## config.mk

```make
export PLATFORM = sky130hd
export DESIGN_NAME = cache_mem_arbiter
export DESIGN_NICKNAME = d
export VERILOG_FILES = /design/src/rtl/rv32i_types.sv /design/src/rtl/cache_mem_arbiter.sv
export SDC_FILE = /design/constraint.sdc
export NUM_CORES = 1
export LEC_CHECK = 0
export CAP_MARGIN = 10
export CORE_AREA = 2 2 537 539
export DETAILED_ROUTE_END_ITERATION = 6
export DIE_AREA = 0 0 539 541
export PLACE_DENSITY = 0.3
export SLEW_MARGIN = 25
export SYNTH_ARGS = -nofsm -noshare
export SYNTH_HDL_FRONTEND = slang
export SYNTH_SLANG_ARGS = --single-unit
```

## constraint.sdc

```tcl
create_clock -name clk -period 14.1 [get_ports clk]
set_clock_uncertainty 0.05 [all_clocks]
set_input_delay 2.82 -clock clk [delete_from_list [all_inputs] [get_ports clk]]
set_output_delay 2.82 -clock clk [all_outputs]
set_load 0.02 [all_outputs]
```

## src/rtl/rv32i_types.sv

```systemverilog
// rtl/rv32i_types.sv - shared types for the L1/L2 memory-port arbiter
package rv32i_types;

    typedef enum logic [1:0] {
        ARB_IDLE,
        ARB_I,
        ARB_D
    } arb_state_t;

    typedef enum logic [1:0] {
        OWN_NONE,
        OWN_I,
        OWN_D
    } arb_owner_t;

    // The port owner follows directly from the arbiter state.
    function automatic arb_owner_t owner_of(input arb_state_t s);
        case (s)
            ARB_I:   return OWN_I;
            ARB_D:   return OWN_D;
            default: return OWN_NONE;
        endcase
    endfunction

endpackage

```

## src/rtl/cache_mem_arbiter.sv

```systemverilog
// rtl/cache_mem_arbiter.sv - shares one lower-memory port between I-cache and D-cache
module cache_mem_arbiter
    import rv32i_types::*;
#(
    parameter int unsigned LINE_WIDTH   = 256,
    parameter int unsigned ADDR_WIDTH   = 32,
    parameter int unsigned STARVE_LIMIT = 4
) (
    input  logic                  clk,
    input  logic                  rst,
    input  logic                  i_pmem_read,
    input  logic [ADDR_WIDTH-1:0] i_pmem_address,
    output logic [LINE_WIDTH-1:0] i_pmem_rdata,
    output logic                  i_pmem_resp,
    input  logic                  d_pmem_read,
    input  logic                  d_pmem_write,
    input  logic [ADDR_WIDTH-1:0] d_pmem_address,
    input  logic [LINE_WIDTH-1:0] d_pmem_wdata,
    output logic [LINE_WIDTH-1:0] d_pmem_rdata,
    output logic                  d_pmem_resp,
    output logic                  pmem_read,
    output logic                  pmem_write,
    output logic [ADDR_WIDTH-1:0] pmem_address,
    output logic [LINE_WIDTH-1:0] pmem_wdata,
    input  logic [LINE_WIDTH-1:0] pmem_rdata,
    input  logic                  pmem_resp,
    output logic                  arb_busy
);

    localparam int unsigned CNT_W = $clog2(STARVE_LIMIT + 1);
    localparam logic [CNT_W-1:0] LIMIT = CNT_W'(STARVE_LIMIT);

    arb_state_t             state_q, state_d;
    logic [CNT_W-1:0]       starve_cnt_q, starve_cnt_d;
    logic                   pmem_read_q, pmem_read_d;
    logic                   pmem_write_q, pmem_write_d;
    logic [ADDR_WIDTH-1:0]  pmem_address_q, pmem_address_d;
    logic [LINE_WIDTH-1:0]  pmem_wdata_q, pmem_wdata_d;

    arb_owner_t owner;
    logic       d_req;
    logic       i_req;

    assign d_req = d_pmem_read | d_pmem_write;
    assign i_req = i_pmem_read;
    assign owner = owner_of(state_q);

    // Arbitrate in idle, latch the winner's command, release the port on resp.
    always_comb begin
        state_d        = state_q;
        starve_cnt_d   = starve_cnt_q;
        pmem_read_d    = pmem_read_q;
        pmem_write_d   = pmem_write_q;
        pmem_address_d = pmem_address_q;
        pmem_wdata_d   = pmem_wdata_q;
        case (state_q)
            ARB_IDLE: begin
                if (d_req && (!i_req || starve_cnt_q < LIMIT)) begin
                    state_d        = ARB_D;
                    pmem_address_d = d_pmem_address;
                    pmem_wdata_d   = d_pmem_wdata;
                    // A simultaneous read+write is illegal; the write-back wins.
                    pmem_write_d   = d_pmem_write;
                    pmem_read_d    = d_pmem_read & ~d_pmem_write;
                    if (i_req) begin
                        starve_cnt_d = (starve_cnt_q == LIMIT) ? LIMIT
                                                               : starve_cnt_q + CNT_W'(1);
                    end else begin
                        starve_cnt_d = '0;
                    end
                end else if (i_req) begin
                    state_d        = ARB_I;
                    pmem_address_d = i_pmem_address;
                    pmem_read_d    = 1'b1;
                    pmem_write_d   = 1'b0;
                    starve_cnt_d   = '0;
                end else begin
                    starve_cnt_d = '0;
                end
            end
            ARB_I, ARB_D: begin
                if (pmem_resp) begin
                    state_d      = ARB_IDLE;
                    pmem_read_d  = 1'b0;
                    pmem_write_d = 1'b0;
                end
            end
            default: begin
                state_d = ARB_IDLE;
            end
        endcase
    end

    // State, starvation counter and registered lower-port command.
    always_ff @(posedge clk or posedge rst) begin
        if (rst) begin
            state_q        <= ARB_IDLE;
            starve_cnt_q   <= '0;
            pmem_read_q    <= 1'b0;
            pmem_write_q   <= 1'b0;
            pmem_address_q <= '0;
            pmem_wdata_q   <= '0;
        end else begin
            state_q        <= state_d;
            starve_cnt_q   <= starve_cnt_d;
            pmem_read_q    <= pmem_read_d;
            pmem_write_q   <= pmem_write_d;
            pmem_address_q <= pmem_address_d;
            pmem_wdata_q   <= pmem_wdata_d;
        end
    end

    assign pmem_read    = pmem_read_q;
    assign pmem_write   = pmem_write_q;
    assign pmem_address = pmem_address_q;
    assign pmem_wdata   = pmem_wdata_q;
    assign arb_busy     = (state_q != ARB_IDLE);

    // Responses pass straight through to the owner only; the other side sees zeros.
    assign i_pmem_resp  = (owner == OWN_I) & pmem_resp;
    assign d_pmem_resp  = (owner == OWN_D) & pmem_resp;
    assign i_pmem_rdata = (owner == OWN_I) ? pmem_rdata : '0;
    assign d_pmem_rdata = (owner == OWN_D) ? pmem_rdata : '0;

endmodule

```

## Word level (Yosys, flattened, before mapping)

Cells that the tools add are included.

- Register bits after elaboration: 295
- Logic and storage cells: 51

- Add/sub/neg operators: 1
- Order comparisons: 1
- Equality and inequality tests: 7
- Muxes and demuxes: 19
- Bitwise gates (word level): 5
- Reductions and logical operators: 12

Operators with widths:

| cell | count |
|---|---|
| $mux 256 | 2 |
| $mux 32 | 2 |
| $mux 3 | 3 |
| $pmux 2 s2 | 2 |
| $mux 2 | 3 |
| $reduce_and 2->1 | 3 |
| $reduce_bool 2->1 | 3 |
| $mux 1 | 5 |
| $eq 2x1->1 const B | 2 |
| $eq 2x2->1 const B | 2 |
| $pmux 1 s2 | 2 |
| $add 3x1->3 const B | 1 |
| $and 1x1->1 | 3 |
| $eq 3x3->1 const B | 1 |
| $lt 3x3->1 const B | 1 |
| $ne 3x3->1 const B | 1 |
| $reduce_and 3->1 | 1 |
| $logic_not 2->1 | 1 |
| $ne 2x2->1 const B | 1 |
| $reduce_or 2->1 | 1 |
| $logic_and 1x1->1 | 1 |
| $logic_not 1->1 | 1 |
| $logic_or 1x1->1 | 1 |
| $not 1->1 | 1 |
| $or 1x1->1 | 1 |

## Logic depth before layout (Yosys ltp)

Gate-level depths: netlist (run 1).

- Word-level depth: 5
- Gate-level depth with buffers: 8
- Gate-level depth less buffers: 5

## Least setup slack after synthesis (run 1)

Ideal clock, no wire load.

- Path kind: input to output
- Start: input pmem_rdata[0]
- End: output d_pmem_rdata[0]
- Data arrival time: 3.036 ns
- Setup slack: 8.194 ns
- Cell stages on the path: 1
- Path buffers: 0
- Path through: and2_1

- Longest elaborated chain between the ends: 1

Ends and longest elaborated chain:

| element | line | RTL |
|---|---|---|
| start: declaration | cache_mem_arbiter.sv:25 | `input logic [LINE_WIDTH-1:0] pmem_rdata,` |
| $mux 256 | cache_mem_arbiter.sv:123 | `assign d_pmem_rdata = (owner == OWN_D) ? pmem_rdata : '0;` |
| end: declaration | cache_mem_arbiter.sv:19 | `output logic [LINE_WIDTH-1:0] d_pmem_rdata,` |

Every way passes these cells.

## Worst setup path after layout (run 1)

- Start: input pmem_rdata[67]
- End: output i_pmem_rdata[67]

- Longest elaborated chain between the ends: 1

Ends and longest elaborated chain:

| element | line | RTL |
|---|---|---|
| $mux 256 | cache_mem_arbiter.sv:122 | `assign i_pmem_rdata = (owner == OWN_I) ? pmem_rdata : '0;` |
| end: declaration | cache_mem_arbiter.sv:13 | `output logic [LINE_WIDTH-1:0] i_pmem_rdata,` |

Every way passes these cells.

==> impl_metrics.toml, run 1 <==
[clock_network]
numClockSinks = 295
cts_tree = "yes"
clockRootBuffer = "clkbuf_16"
clkLatencyLatePin_ns = 0.63
clkTransAtPathRegs_ns = 0.06
clockBufferDepth = 3
ctsHtreeMaxLevel = 2
cts-resized-gates = 0
numCtsBuffers = 43
cts_setup_buffers = 0
hold_buffers = 0

[timing]
finalSetupTns_ns = 0
fmax_mhz = 129
maxSlewViolCount = 0
final_hold_viol_count = 0
setup_violations = 0
fin_crit_ns = 7.78
max-slew-margin-rel = 0.313
timing.final.crit_share = 0.552
timing.final.ws_setup_ns = 6.32
worstMarginPinSlew_ns = 1.03
rsz0062_at_grt = "no"

[synthesis]
synth.area.top_cells = "dfrtp_1, and2_1, mux2_1"
synth_enable_flop_cells = 0
syn-num-nets = 1880
netlist_area_um2 = 15000
yosysMostFrequentCell = "and2_1"
async_flop_share = 1.00
synth_commonest_cells = "and2_1, dfrtp_1, mux2_1, clkbuf_1, mux2_2"
syn_area_per_cell_um2 = 11.6
synth_top_area_frac = 0.494
ys_warn_count = 0
synthFlopType = "dfrtp_1"
syn_inst = 1293
ys_seq_elements = 295
seq_area_frac_synth = 0.494
synth_area_leader_cell = "dfrtp_1"
post_synth_num_cell_types = 31

[detailed_routing]
num_vias = 16500
drc = 0
post_drt_wl_per_cell_um = 29.2
vias_per_cell = 2.54
antenna_left = 0
drt-pass1-iter-count = 5
drtIter0Drc = 727
routed_wl_um = 190000

[pwr]
p_leak_nw = 12.5
p_per_area_nw_per_um2 = 211
max-vdd-ir-drop_mv = 0.0787

[global_routing]
grt_max_degree = 134
overflow = 0
grt_pass1_wl_um = 231000
grt_pass1_vias = 17200
grtUsageTotal = 0.126
antenna_found_initial = 187

[finish]
fillerInstances = 32700
fin_nets = 3230
drive_gt1_frac = 0.0497
synthToLayoutAreaGrowth_pct = 132
final_cells = 6498

[floorplanning]
rows = 197
ioPinCount = 1387
dieArea_um2 = 292000
coreArea_um2 = 286000
die_w_um = 539
die_h_um = 541
initial_core_util = 0.0522

[worst_hold_path]
hold_depth = 2
min_to = "pmem_address[15]$_DFFE_PP0P_"
hp-class = "flop to flop"
hold_start = "pmem_address[15]$_DFFE_PP0P_"

[worst_setup_path]
end_kind = "output pin"
reg2reg_to = "pmem_wdata[63]$_DFFE_PP0P_"
reg2reg_from = "state_q[0]$_DFFE_PP0P_"
cp.required_ns = 11.23
critPathArrivalTime_ns = 4.91
rrSetupSlack_ns = 9.86
cp_max_fo = 3
startpoint_type = "primary input"
ff2ff_path_depth = 8
crit_type = "primary input to output pin"

[placed_design]
place_inst = 6379
pre_cts_slack_ns = 6.09
post-dp-hpwl_um = 169000
port_buffers = 1386
globalplace.congestion = 0.884

[status]
status = "finished clean"

[run]
drv_cap = 0
==> cell families (layout without fill, tap and decap cells) <==
group / count (synthesis) / after routing / share of synthesized area
AOI/OAI and AO/OA: 45 / 45 / 0.0182
muxes: 290 / 290 / 0.216
and+or+nand+nor: 555 / 555 / 0.226
DFF: 295 / 295 / 0.494
adders and majority gates: 5 / 5 / 0.00418
other: 0 / 40 / 0
buffers and inverters: 103 / 1487 / 0.0419
==> metrics by stage <==
stage | total power [mW] | area (um2) | hold WS [ns] | utilization
6_report | 7.32 | 34700 | 0.426 | 0.121
5_1_grt | 7.79 | 34700 | 0.444 | 0.121
4_1_cts | 7.55 | 34600 | 0.433 | 0.121
3_5_place_dp | 6.30 | 33200 | 0.419 | 0.116
3_3_place_gp | 6.32 | 33200 | 0.417 | 0.116
2_1_floorplan | 3.49 | 15000 | 0.429 | -
==> how the worst max path moves through the flow <==
stage	startpoint	cells past startpoint	endpoint
after floorplan	rst	1	pmem_address[0]$_DFFE_PP0P_
after global placement	pmem_rdata[67]	3	i_pmem_rdata[67]
after detailed placement	pmem_rdata[67]	3	i_pmem_rdata[67]
after CTS	pmem_rdata[67]	3	i_pmem_rdata[67]
after global routing	pmem_rdata[67]	3	i_pmem_rdata[67]
final	pmem_rdata[67]	3	i_pmem_rdata[67]
==> layout by cell type, fill, tap and decap left out, types with 3 or more instances in the layout <==
| cell type | count |
|---|---|
| inv_1 | 5 |
| clkbuf_8 | 12 |
| clkbuf_16 | 43 |
| nand2_1 | 35 |
| and2_1 | 514 |
| clkdlybuf4s50_1 | 1386 |
| inv_6 | 4 |
| ha_1 | 3 |
| buf_4 | 15 |
| clkbuf_1 | 7 |
| mux2i_1 | 33 |
| mux2_1 | 220 |
| dfrtp_1 | 295 |
| o21ai_0 | 32 |
| clkinv_2 | 6 |
| mux2_2 | 37 |
| diode_2 | 40 |
==> sequential cells by signal, summed over array words and instances (netlist names) <==
register      flops
starve_cnt_q      3
pmem_write        1
state_q           2
pmem_read         1
pmem_wdata      256
pmem_address     32
==> power breakdown <==
group | internal (mW) | switching, mW
combinational | 1.90 | 2.74
clock | 0.669 | 0.498
sequential | 1.28 | 0.226
total | 3.85 | 3.46
==> cell type report <==
class | count | area, um2 | share of cell area
flip-flops and latches | 295 | 7380 | 0.213
multi-input cells | 895 | 7000 | 0.202
diodes | 40 | 100 | 0.00288
clock buffers | 62 | 1270 | 0.0365
inverters | 6 | 30.0 | 0.000865
well taps | 3781 | 4730 | 0.136
clock inverters | 17 | 189 | 0.00544
repair buffers | 1402 | 14000 | 0.404
==> layer usage <==
metal / share of wire / global-route usage
met5: 0.0017 / 0
met2: 0.44 / 0.197
met1: 0.39 / 0.143
met4: 0.033 / 0.0374
met3: 0.14 / 0.0723
==> critical path: stages <==
cell and delay (ns):
clkdlybuf4s50_1 0.84, and2_1 0.52, clkdlybuf4s50_1 0.70
Power figures use the tool's default switching activity.
==> run 2, diff against run 1 <==
==> constraint.sdc (replaced) <==
create_clock -name clk -period 7.9 [get_ports clk]
set_clock_uncertainty 0.05 [all_clocks]
set_input_delay 1.58 -clock clk [delete_from_list [all_inputs] [get_ports clk]]
set_output_delay 1.58 -clock clk [all_outputs]
set_load 0.02 [all_outputs]
==> impl_metrics.toml, run 2 (same netlist as run 1, synthesis figures left out) <==
[global_routing]
grt_pass1_vias = 17200
grtUsageTotal = 0.128
globalRouteMet1Util = 0.126
grt_pass1_wl_um = 234000
grt.busiest_layer = "met2"
grt_util_met3 = 0.0785
antenna_found_initial = 173
use_met2 = 0.215
overflow = 0
grt_max_degree = 161

[timing]
worstMarginPinSlew_ns = 0.991
setup_violations = 0
fin_crit_ns = 5.52
finalSetupTns_ns = 0
final_hold_viol_count = 0
rsz0062_at_grt = "no"
holdWs_ns = 0.428
maxSlewViolCount = 0
timing.final.crit_share = 0.699
max-slew-margin-rel = 0.337
fmax_mhz = 181

[placed_design]
globalplace.congestion = 1.04
post-dp-hpwl_um = 171000
port_buffers = 1386

[run]
drv_cap = 0

[finish]
fin_nets = 3234
synthToLayoutAreaGrowth_pct = 134
mostFrequentLayoutCell = "clkdlybuf4s50_1"
drive_gt1_frac = 0.0496
fillerInstances = 32700
largest_reg_flops = 256
final_cell_mix = "clkdlybuf4s50_1, and2_1, dfrtp_1, mux2_1, clkbuf_16"

[worst_setup_path]
reg2reg_from = "state_q[0]$_DFFE_PP0P_"
ff2ff_path_depth = 6
cp_max_fo = 109
end_kind = "output pin"
rrSetupSlack_ns = 4.59
crit_type = "flop to output pin"
startpoint_type = "flop"
cp.required_ns = 6.27
critPathArrivalTime_ns = 3.89
reg2reg_to = "pmem_wdata[182]$_DFFE_PP0P_"

[clock_network]
cts-resized-gates = 0
cts_tree = "yes"
numCtsBuffers = 46
clockRootBuffer = "clkbuf_16"
ctsHtreeMaxLevel = 2
hold_buffers = 0
numClockSinks = 295
clockBufferDepth = 3
clkTransAtPathRegs_ns = 0.08
cts_setup_buffers = 0
clkLatencyLatePin_ns = 0.70

[floorplanning]
die_h_um = 541
dieArea_um2 = 292000
die_w_um = 539
initial_core_util = 0.0522
coreArea_um2 = 286000
ioPinCount = 1387
rows = 197

[detailed_routing]
routed_wl_um = 193000
antenna_left = 0
num_vias = 16500
vias_per_cell = 2.53
drc = 0
drtIter0Drc = 695
post_drt_wl_per_cell_um = 29.6
drt-pass1-iter-count = 4

[pwr]
max-vdd-ir-drop_mv = 0.185
p_per_area_nw_per_um2 = 377
p_leak_nw = 12.5

[worst_hold_path]
hold_depth = 2
hold_start = "pmem_address[15]$_DFFE_PP0P_"
min_to = "pmem_address[15]$_DFFE_PP0P_"
hp-class = "flop to flop"

[status]
status = "finished clean"
## run 2: final cells by class
class,count,area [um2],share of cell area
Inverter,6,26.3,0.000752
Multi-Input combinational cell,895,7000,0.200
Timing Repair Buffer,1403,14100,0.403
Sequential cell,295,7380,0.211
Clock buffer,68,1330,0.0382
Clock inverter,14,235,0.00673
Antenna cell,62,155,0.00444
Tap cell,3781,4730,0.135
## run 2: worst max-delay path by stage
stage | start | end | slack [ns] | depth (start not counted)
3_3_place_gp | pmem_rdata[34] | d_pmem_rdata[34] | 2.74 | 3
5_1_grt | state_q[0]$_DFFE_PP0P_ | d_pmem_rdata[62] | 2.21 | 5
3_5_place_dp | pmem_rdata[34] | d_pmem_rdata[34] | 2.73 | 3
4_1_cts | state_q[0]$_DFFE_PP0P_ | d_pmem_rdata[69] | 2.33 | 5
6_report | state_q[0]$_DFFE_PP0P_ | d_pmem_rdata[62] | 2.38 | 5
2_1_floorplan | rst | pmem_address[0]$_DFFE_PP0P_ | 2.35 | 1
## run 2: per-layer routing
metal | vias to the layer above | wire (um)
met5 | - | 202
met4 | 30 | 9550
met3 | 357 | 26300
met2 | 1213 | 91100
met1 | 7893 | 66300
li1 | 7032 | -
## run 2: through the flow
stage	cells	setup slack (ns)	util	instance area [um2]	total power, mW
6_report	6524	2.38	0.122	34900	13.2
5_1_grt	6500	2.21	0.122	34900	14.0
4_1_cts	6462	2.33	0.121	34800	13.6
3_5_place_dp	6380	2.73	0.116	33200	11.2
3_3_place_gp	6380	2.74	0.116	33200	11.2
2_1_floorplan	1293	2.35	-	15000	6.22
## run 2: critical path, stage by stage (launching register included)
cell and delay, ns:
dfrtp_1 0.43, inv_1 0.14, ha_4 0.70, buf_12 0.44, and2_1 0.21, clkdlybuf4s50_1 1.00
## run 2: power by group
group / leakage, nW / total, mW / switching, mW / internal (mW)
logic: 8.30 / 8.25 / 4.83 / 3.42
clock network: 0.751 / 2.21 / 0.936 / 1.28
registers: 3.47 / 2.71 / 0.422 / 2.29
total: 12.5 / 13.2 / 6.18 / 6.99
==> run 3, diff against run 2 <==
--- a/config.mk
+++ b/config.mk
@@ -6,9 +6,9 @@
 export NUM_CORES = 1
 export LEC_CHECK = 0
 export CAP_MARGIN = 10
-export CORE_AREA = 2 2 537 539
+export CORE_AREA = 2 2 548 550
 export DETAILED_ROUTE_END_ITERATION = 6
-export DIE_AREA = 0 0 539 541
+export DIE_AREA = 0 0 550 552
 export PLACE_DENSITY = 0.3
 export SLEW_MARGIN = 25
 export SYNTH_ARGS = -nofsm -noshare
==> constraint.sdc (replaced) <==
create_clock -name clk -period 4.8 [get_ports clk]
set_clock_uncertainty 0.05 [all_clocks]
set_input_delay 0.96 -clock clk [delete_from_list [all_inputs] [get_ports clk]]
set_output_delay 0.96 -clock clk [all_outputs]
set_load 0.02 [all_outputs]
==> impl_metrics.toml, run 3 (same netlist as run 1, synthesis figures left out) <==
[global_routing]
grtUsageTotal = 0.118
grt_pass1_vias = 17500
grt_pass1_wl_um = 224000
grt_max_degree = 93
antenna_found_initial = 112
overflow = 0

[pwr]
p_per_area_nw_per_um2 = 612
p_leak_nw = 12.7
max-vdd-ir-drop_mv = 0.214
fin_total_pwr_mw = 21.6

[clock_network]
cts_tree = "yes"
numCtsBuffers = 44
cts-resized-gates = 0
clkTransAtPathRegs_ns = 0.06
clockRootBuffer = "clkbuf_16"
hold_buffers = 0
numClockSinks = 295
cts_setup_buffers = 0
clkLatencyLatePin_ns = 0.65
clockBufferDepth = 3
ctsHtreeMaxLevel = 2

[timing]
fmax_mhz = 229
worstMarginPinSlew_ns = 0.794
final_hold_viol_count = 0
fin_crit_ns = 4.37
max-slew-margin-rel = 0.469
rsz0062_at_grt = "no"
maxSlewViolCount = 0
setup_violations = 0
timing.final.crit_share = 0.911

[finish]
fillerInstances = 34200
largest_reg_flops = 256
final_cell_mix = "clkdlybuf4s50_1, and2_1, dfrtp_1, mux2_1"
fin_area_um2 = 35300
drive_gt1_frac = 0.0683
synthToLayoutAreaGrowth_pct = 136
final_cells = 6703
mostFrequentLayoutCell = "clkdlybuf4s50_1"
fin_nets = 3260

[worst_setup_path]
path_delay_family = "buffers and inverters"
critPathSlowestCell = "clkdlybuf4s50_1"
cp_max_fo = 41
cp.required_ns = 3.79
critPathBufInv = 3
end_kind = "output pin"
crit_chain = "inv_1 > ha_4 > buf_12 > and2_1 > clkdlybuf4s50_1"
crit_type = "flop to output pin"
startpoint_type = "flop"
critPathArrivalTime_ns = 3.36
max_stage_delay_ns = 0.73

[status]
status = "finished clean"

[detailed_routing]
drt-pass1-iter-count = 4
routed_wl_um = 184000
drc = 0
drtIter0Drc = 641
vias_per_cell = 2.44
antenna_left = 0
num_vias = 16400
post_drt_wl_per_cell_um = 27.5

[floorplanning]
coreArea_um2 = 298000
ioPinCount = 1387
die_h_um = 552
initial_core_util = 0.0501
die_w_um = 550
rows = 201
dieArea_um2 = 304000

[worst_hold_path]
hp-class = "flop to flop"

[placed_design]
place_inst = 6585
post-dp-hpwl_um = 166000
globalplace.congestion = 0.925
port_buffers = 1386
postPlaceCellArea_um2 = 33700

[run]
drv_cap = 0
-- run 3: per-stage QoR --
step / hold WS [ns] / TNS, ns / setup WS [ns] / util
after floorplan: 0.429 / -37.50 / -0.127 / -
after global placement: 0.418 / 0 / 0.939 / 0.113
after detailed placement: 0.420 / 0 / 0.958 / 0.113
after CTS: 0.434 / 0 / 0.205 / 0.118
after global routing: 0.447 / 0 / 0.225 / 0.118
final: 0.428 / 0 / 0.427 / 0.118
-- run 3: cell type report --
class | instances | area, um2 | area share
clock inverters | 19 | 235 | 0.00666
multi-input cells | 895 | 7000 | 0.198
well taps | 3958 | 4950 | 0.140
flip-flops and latches | 295 | 7380 | 0.209
clock buffers | 62 | 1290 | 0.0365
inverters | 6 | 26.3 | 0.000743
diodes | 37 | 92.6 | 0.00262
repair buffers | 1431 | 14400 | 0.406
-- run 3: report_power, final --
| group | total [mW] | switching [mW] | internal (mW) |
|---|---|---|---|
| sequential | 4.45 | 0.682 | 3.77 |
| clock | 3.47 | 1.42 | 2.05 |
| combinational | 13.7 | 7.91 | 5.81 |
| total | 21.6 | 10.0 | 11.6 |
-- run 3: worst register-to-register path: stages, from the launching register on --
cell     delay, ns
dfrtp_1       0.42
inv_1         0.15
ha_1          0.47
o21ai_2       0.15
a21oi_4       0.52
buf_12        0.29
buf_12        0.29
mux2_1        0.42
-- run 3: final timing paths --
| check | start | endpoint | slack, ns | depth (start not counted) |
|---|---|---|---|---|
| min in group asynchronous | rst | pmem_wdata[181]$_DFFE_PP0P_ | 0.74 | 2 |
| hold reg to reg | pmem_address[27]$_DFFE_PP0P_ | pmem_address[27]$_DFFE_PP0P_ | 0.43 | 2 |
| setup reg to reg | state_q[0]$_DFFE_PP0P_ | pmem_wdata[195]$_DFFE_PP0P_ | 1.89 | 7 |
| hold / removal | pmem_address[27]$_DFFE_PP0P_ | pmem_address[27]$_DFFE_PP0P_ | 0.43 | 2 |
| max in group asynchronous | rst | pmem_wdata[9]$_DFFE_PP0P_ | 2.69 | 4 |
| setup / recovery | state_q[0]$_DFFE_PP0P_ | d_pmem_rdata[83] | 0.43 | 5 |
-- run 3: per-layer routing --
layer | up-vias | routed length [um] | share of wire | GRT usage
met5 | - | 57 | 0.00031 | 0
met4 | 10 | 6540 | 0.035 | 0.0372
met3 | 243 | 17900 | 0.097 | 0.0446
met2 | 1145 | 95800 | 0.52 | 0.220
met1 | 7915 | 64200 | 0.35 | 0.118
li1 | 7070 | - | - | -
